File: src/rtl/fb_mem_arbiter.sv
// fb_mem_arbiter
//   Shares one 16-bit framebuffer memory port (SDRAM controller front end)
//   between the VGA line fetcher (read bursts, deadline-critical) and the
//   Gouraud rasterizer pixel writer (single-word writes).
//
// Ports
//   m_clock, p_reset_n              clock, synchronous active-low reset
//   disp_req/adr/len                display burst request (adr/len sampled at grant)
//   disp_rvalid/rdata/done          read data pass-through, end-of-burst pulse
//   draw_req/adr/data, draw_ack     single-word write request and accept pulse
//   mem_req/we/adr/wdata, mem_ack   memory command channel
//   mem_rvalid/rdata                in-order read return channel
//
// Build option
//   FB_ARB_STATS_EN : adds stat_disp_words, stat_draw_words, stat_stall
//                     saturating 16-bit counters (for the HEX display).
module fb_mem_arbiter #(
  parameter int ADR_W      = 22,
  parameter int LEN_W      = 9,
  parameter int DRAW_QUOTA = 4
) (
  input  logic             m_clock,
  input  logic             p_reset_n,
  input  logic             disp_req,
  input  logic [ADR_W-1:0] disp_adr,
  input  logic [LEN_W-1:0] disp_len,
  output logic             disp_rvalid,
  output logic [15:0]      disp_rdata,
  output logic             disp_done,
  input  logic             draw_req,
  input  logic [ADR_W-1:0] draw_adr,
  input  logic [15:0]      draw_data,
  output logic             draw_ack,
  output logic             mem_req,
  output logic             mem_we,
  output logic [ADR_W-1:0] mem_adr,
  output logic [15:0]      mem_wdata,
  input  logic             mem_ack,
  input  logic             mem_rvalid,
  input  logic [15:0]      mem_rdata
`ifdef FB_ARB_STATS_EN
  ,
  output logic [15:0]      stat_disp_words,
  output logic [15:0]      stat_draw_words,
  output logic [15:0]      stat_stall
`endif
);

  localparam int QW = $clog2(DRAW_QUOTA + 1);
  localparam logic [QW-1:0]    QUOTA_MAX = QW'(DRAW_QUOTA);
  localparam logic [QW-1:0]    QUOTA_ONE = QW'(1);
  localparam logic [LEN_W-1:0] LEN_ONE   = LEN_W'(1);

  // ST_DONE holds the done pulse so the display requester can drop disp_req
  // before IDLE samples it again.
  typedef enum logic [1:0] {
    ST_IDLE = 2'd0,
    ST_DISP = 2'd1,
    ST_DRAW = 2'd2,
    ST_DONE = 2'd3
  } state_t;

  state_t           state_q, state_d;
  logic [ADR_W-1:0] base_q, base_d;
  logic [LEN_W-1:0] len_q, len_d;
  logic [LEN_W-1:0] issued_q, issued_d;
  logic [LEN_W-1:0] received_q, received_d;
  logic [QW-1:0]    quota_q, quota_d;
  logic [QW-1:0]    quota_inc;
  logic             rx_eff;

  // Next-state, counters and all port outputs
  always_comb begin
    state_d     = state_q;
    base_d      = base_q;
    len_d       = len_q;
    issued_d    = issued_q;
    received_d  = received_q;
    quota_d     = quota_q;
    mem_req     = 1'b0;
    mem_we      = 1'b0;
    mem_adr     = {ADR_W{1'b0}};
    mem_wdata   = 16'h0000;
    disp_rvalid = 1'b0;
    disp_rdata  = 16'h0000;
    disp_done   = 1'b0;
    draw_ack    = 1'b0;
    // A return beat beyond the burst length must not push received past len.
    rx_eff      = mem_rvalid && (received_q != len_q);
    quota_inc   = (quota_q == QUOTA_MAX) ? quota_q : (quota_q + QUOTA_ONE);

    case (state_q)
      ST_IDLE: begin
        if (disp_req) begin
          state_d    = ST_DISP;
          base_d     = disp_adr;
          len_d      = disp_len;
          issued_d   = {LEN_W{1'b0}};
          received_d = {LEN_W{1'b0}};
          quota_d    = {QW{1'b0}};
        end else if (draw_req) begin
          state_d = ST_DRAW;
        end else begin
          state_d = ST_IDLE;
        end
      end
      ST_DISP: begin
        mem_req     = (issued_q != len_q);
        mem_adr     = base_q + ADR_W'(issued_q);
        disp_rvalid = mem_rvalid;
        disp_rdata  = mem_rvalid ? mem_rdata : 16'h0000;
        if (mem_req && mem_ack) begin
          issued_d = issued_q + LEN_ONE;
        end else begin
          issued_d = issued_q;
        end
        if (rx_eff) begin
          received_d = received_q + LEN_ONE;
        end else begin
          received_d = received_q;
        end
        // Counting this cycle's beat lets done follow the last beat by one cycle.
        if ((received_q + LEN_W'(rx_eff)) == len_q) begin
          state_d = ST_DONE;
        end else begin
          state_d = ST_DISP;
        end
      end
      ST_DRAW: begin
        mem_req   = draw_req;
        mem_we    = 1'b1;
        mem_adr   = draw_adr;
        mem_wdata = draw_data;
        if (!draw_req) begin
          state_d = ST_IDLE;
        end else if (mem_ack) begin
          draw_ack = 1'b1;
          if (disp_req && (quota_inc == QUOTA_MAX)) begin
            state_d = ST_IDLE;
            quota_d = {QW{1'b0}};
          end else begin
            state_d = ST_DRAW;
            quota_d = quota_inc;
          end
        end else begin
          state_d = ST_DRAW;
        end
      end
      ST_DONE: begin
        disp_done = 1'b1;
        state_d   = ST_IDLE;
      end
      default: begin
        state_d = ST_IDLE;
      end
    endcase
  end

  // State and counter registers
  always_ff @(posedge m_clock) begin
    if (!p_reset_n) begin
      state_q    <= ST_IDLE;
      base_q     <= {ADR_W{1'b0}};
      len_q      <= {LEN_W{1'b0}};
      issued_q   <= {LEN_W{1'b0}};
      received_q <= {LEN_W{1'b0}};
      quota_q    <= {QW{1'b0}};
    end else begin
      state_q    <= state_d;
      base_q     <= base_d;
      len_q      <= len_d;
      issued_q   <= issued_d;
      received_q <= received_d;
      quota_q    <= quota_d;
    end
  end

`ifdef FB_ARB_STATS_EN
  logic [15:0] stat_disp_q, stat_disp_d;
  logic [15:0] stat_draw_q, stat_draw_d;
  logic [15:0] stat_stall_q, stat_stall_d;

  function automatic logic [15:0] sat_inc(input logic [15:0] v, input logic en);
    return (en && (v != 16'hFFFF)) ? (v + 16'd1) : v;
  endfunction

  // Statistics next values
  always_comb begin
    stat_disp_d  = sat_inc(stat_disp_q, (state_q == ST_DISP) && mem_req && mem_ack);
    stat_draw_d  = sat_inc(stat_draw_q, (state_q == ST_DRAW) && mem_req && mem_ack);
    stat_stall_d = sat_inc(stat_stall_q, draw_req && (state_q != ST_DRAW));
  end

  // Statistics registers
  always_ff @(posedge m_clock) begin
    if (!p_reset_n) begin
      stat_disp_q  <= 16'h0000;
      stat_draw_q  <= 16'h0000;
      stat_stall_q <= 16'h0000;
    end else begin
      stat_disp_q  <= stat_disp_d;
      stat_draw_q  <= stat_draw_d;
      stat_stall_q <= stat_stall_d;
    end
  end

  assign stat_disp_words = stat_disp_q;
  assign stat_draw_words = stat_draw_q;
  assign stat_stall      = stat_stall_q;
`endif

endmodule

File: config.mk
export PLATFORM = sky130hd
export DESIGN_NAME = fb_mem_arbiter
export DESIGN_NICKNAME = d
export VERILOG_FILES = /design/src/rtl/fb_mem_arbiter.sv
export SDC_FILE = /design/constraint.sdc
export NUM_CORES = 1
export LEC_CHECK = 0
export BUFFER_PORTS_ARGS = -buffer_cell sky130_fd_sc_hd__buf_4
export CAP_MARGIN = 40
export CORE_MARGIN = 8
export CORE_UTILIZATION = 45
export DETAILED_ROUTE_END_ITERATION = 12
export PLACE_DENSITY = 0.78
export SYNTH_ARGS = -nofsm -noshare
export SYNTH_HDL_FRONTEND = slang
export SYNTH_SLANG_ARGS = --single-unit
File: constraint.sdc
create_clock -name m_clock -period 7.4 [get_ports m_clock]
set_input_delay 0.74 -clock m_clock [delete_from_list [all_inputs] [get_ports m_clock]]
set_output_delay 0.74 -clock m_clock [all_outputs]
set_load 0.02 [all_outputs]
==> metrics.csv <==
stage,metric,value,unit
die,start_util,46.3,%
drt,drcViolationCount,0,
place,hpwl,10.2,mm
layout,layout_common_cells,"153 x buf_4, 100 x nand2_1, 60 x a21oi_1",
clock_network,cts_max_level,2,
synthesis,synth-compound-area-share,20.8,%
sta,relSlewSlack,32.9,%
drt,vias,4494,
sta,slew_violations,0,
synthesis,syn-instance-count,544,
clock_network,clkSinkCount,54,
synthesis,synth_seq_cells,54,
die,dieWidth,111,µm
clock_network,clock_latency,0.31,ns
synthesis,ys_seq_area_share,26.9,%
drt,antenna_left,0,
drt,wl_per_cell,16.6,µm
layout,nFillCells,818,
synthesis,synthFlopType,dfxtp_1,
grt,grt_use_total,19.8,%
hold_path,holdPathStages,2,
critical_path,crit_path_max_fanout,33,
synthesis,synth_fa_ha_area_share,6.41,%
synthesis,synth_top_family_by_area,simple AND/OR/NAND/NOR gates,
layout,n_antenna_cell,0,
synthesis,synthMuxAreaShare,1.99,%
synthesis,synthesis.nets,655,
synthesis,ys_types,54,
place,io_buffers,149,
synthesis,synth_top_area_share,26.9,%
drt,drt-initial-drc-count,263,
power_and_ir_drop,p_per_area,139,nW/µm²
die,die_h,111,µm
sta,min_period_over_period,52.6,%
die,core_area,8680,µm²
clock_network,cts.clk_slew.worst_paths,0.10,ns
drt,vias_per_cell,5.74,
hold_path,worstHoldEndpoint,base_q[5],
critical_path,r2r-end,state_q[1],
critical_path,r2r_slack,4.26,ns
grt,grt_pass1_vias,4162,
hold_path,worstHoldStart,base_q[5],
grt,grt-ovfl-total,0,
synthesis,syn_area,4020,µm²
clock_network,clk_path_buf_depth,2,
clock_network,cts_tree,done,
layout,instances_no_fill,783,
place,place_ws,3.90,ns
synthesis,synthTopCellsByArea,"dfxtp_1 27%, nand2_1 9.3%, a21oi_1 7.5%, ha_1 5.9%, xor2_1 4.4%",
sta,setup_viol,0,
power_and_ir_drop,p_leak,2.36,nW
critical_path,endpoint_kind,output port,
synthesis,yosys.area_share.xor_xnor,6.75,%
synthesis,yosysTopAreaCell,dfxtp_1,
critical_path,critPathKind,reg -> out,
layout,finalNetCount,785,
synthesis,synth_area_per_cell,7.39,µm²
sta,finalHoldViolations,0,
critical_path,reg2reg_depth,11,
critical_path,start_kind,flip-flop,
grt,grt_pass1_wl,20.9,mm
power_and_ir_drop,power,738,µW
critical_path,r2r_start,len_q[8],
clock_network,postCtsHoldBufs,0,
sta,fin_skew,0.00820,ns
sta,min_period,3.89,ns
die,fp-row-count,34,
place,dp_cells,775,
drt,drt_first_pass_iters,4,
synthesis,synth_edf_count,0,
layout,syn_to_final_growth,31.5,%
critical_path,cp.required,6.66,ns
clock_network,cts_setup_buffers,0,
clock_network,cts-root-buf,clkbuf_8,
power_and_ir_drop,ir_worst_vdd,0.000106,V
synthesis,synthArstFlopShare,0,%
grt,grt_max_degree,38,
critical_path,arrival,3.15,ns
place,globalplace.congestion,0.903,
hold_path,hp-class,reg -> reg,
clock_network,cts_resized,0,
grt,antenna_found_initial,0,
job,maxCapViolCount,0,
synthesis,ys_warn_count,0,
drt,finalWirelength,13.0,mm
sta,rsz0062_at_grt,no,
sta,finalSetupTns,0,ns
synthesis,synth_simple_gate_area_share,31.5,%
die,ioPinCount,150,
sta,fmaxAchievable,257,MHz
layout,final_core_util,61.0,%
die,fp.dieArea,12200,µm²
clock_network,cts_buffers,5,
layout,drive_gt1_share,25.5,%
outcome,status,finished clean,
layout,final_common_cell,buf_4,
sta,tightest_slew,1.01,ns
sta,fin_ws,3.51,ns
==> cell families (layout without fill, tap and decap cells) <==
group                    count (synthesis)  in the layout
AO/OA/AOI/OAI                          136            136
XOR/XNOR                                31             31
adder cells (fa/ha/maj)                 20             20
buffers and inverters                   52            183
flip-flops                              54             54
multiplexers                             8              8
AND/OR/NAND/NOR                        243            243
==> synth_stat cells, drive strengths merged, types with 3 or more instances <==
cell / number
a31oi: 7
mux2i: 8
or4: 20
o21ai: 26
and2: 22
a21oi: 60
o211ai: 12
dfxtp: 54
o21bai: 3
nor3: 4
ha: 19
a22oi: 5
clkbuf: 25
and3: 19
nor2: 12
inv: 19
nor2b: 8
nand2: 100
xnor2: 11
o31ai: 8
xor2: 20
nand4: 11
nand3: 25
nor4: 7
nand2b: 7
buf: 8
==> how the worst max path moves through the flow <==
stage	start	to	slack (ns)	cells after the start
after floorplan	issued_q[1]	mem_adr[9]	4.55	7
after global placement	state_q[1]	mem_adr[21]	4.04	7
after detailed placement	state_q[1]	mem_adr[21]	3.90	7
after CTS	state_q[1]	mem_adr[21]	3.52	7
after global routing	state_q[1]	mem_adr[21]	3.23	7
final	state_q[1]	mem_adr[21]	3.51	7
==> metal layers <==
metal / track usage, % / vias to the layer above / part of all wire (%)
met4: 4.50 / 0 / 0.99
met5: 0 / - / 0
met2: 35.1 / 144 / 51
met1: 24.7 / 2129 / 43
met3: 2.38 / 10 / 4.8
li1: - / 2211 / -
==> power by group <==
group | internal, mW | switching [mW] | total, mW
sequential | 0.306 | 0.0200 | 0.326
clock | 0.0860 | 0.101 | 0.187
combinational | 0.0971 | 0.128 | 0.225
total | 0.489 | 0.249 | 0.738
==> registers in the layout, indices dropped and copies added, names as in the netlist <==
name,cells
issued_q,9
base_q,22
state_q,2
quota_q,3
received_q,9
len_q,9
==> worst max-delay path, cell delays in order (launching register included) <==
cell     delay, ns
dfxtp_1       0.34
inv_1         0.08
ha_1          0.82
nand2_1       0.55
nor2_1        0.20
or4b_2        0.60
nand3_1       0.10
buf_4         0.14
==> final cells by class <==
cell class	instances	area, µm²	share of cell area, %
Sequential cell	54	1080	20.4
Tap cell	108	135	2.55
Multi-Input combinational cell	438	2710	51.3
Timing Repair Buffer	156	1190	22.4
Clock inverter	1	8.76	0.166
Clock buffer	7	96.3	1.82
Inverter	19	71.3	1.35
==> per-stage QoR <==
stage          cell area [µm²]  hold slack, ns
3_5_place_dp              5180           0.460
4_1_cts                   5290           0.475
5_1_grt                   5290           0.493
3_3_place_gp              5130           0.458
6_report                  5290           0.469
2_1_floorplan             4020           0.441
Power figures use the tool's default switching activity.
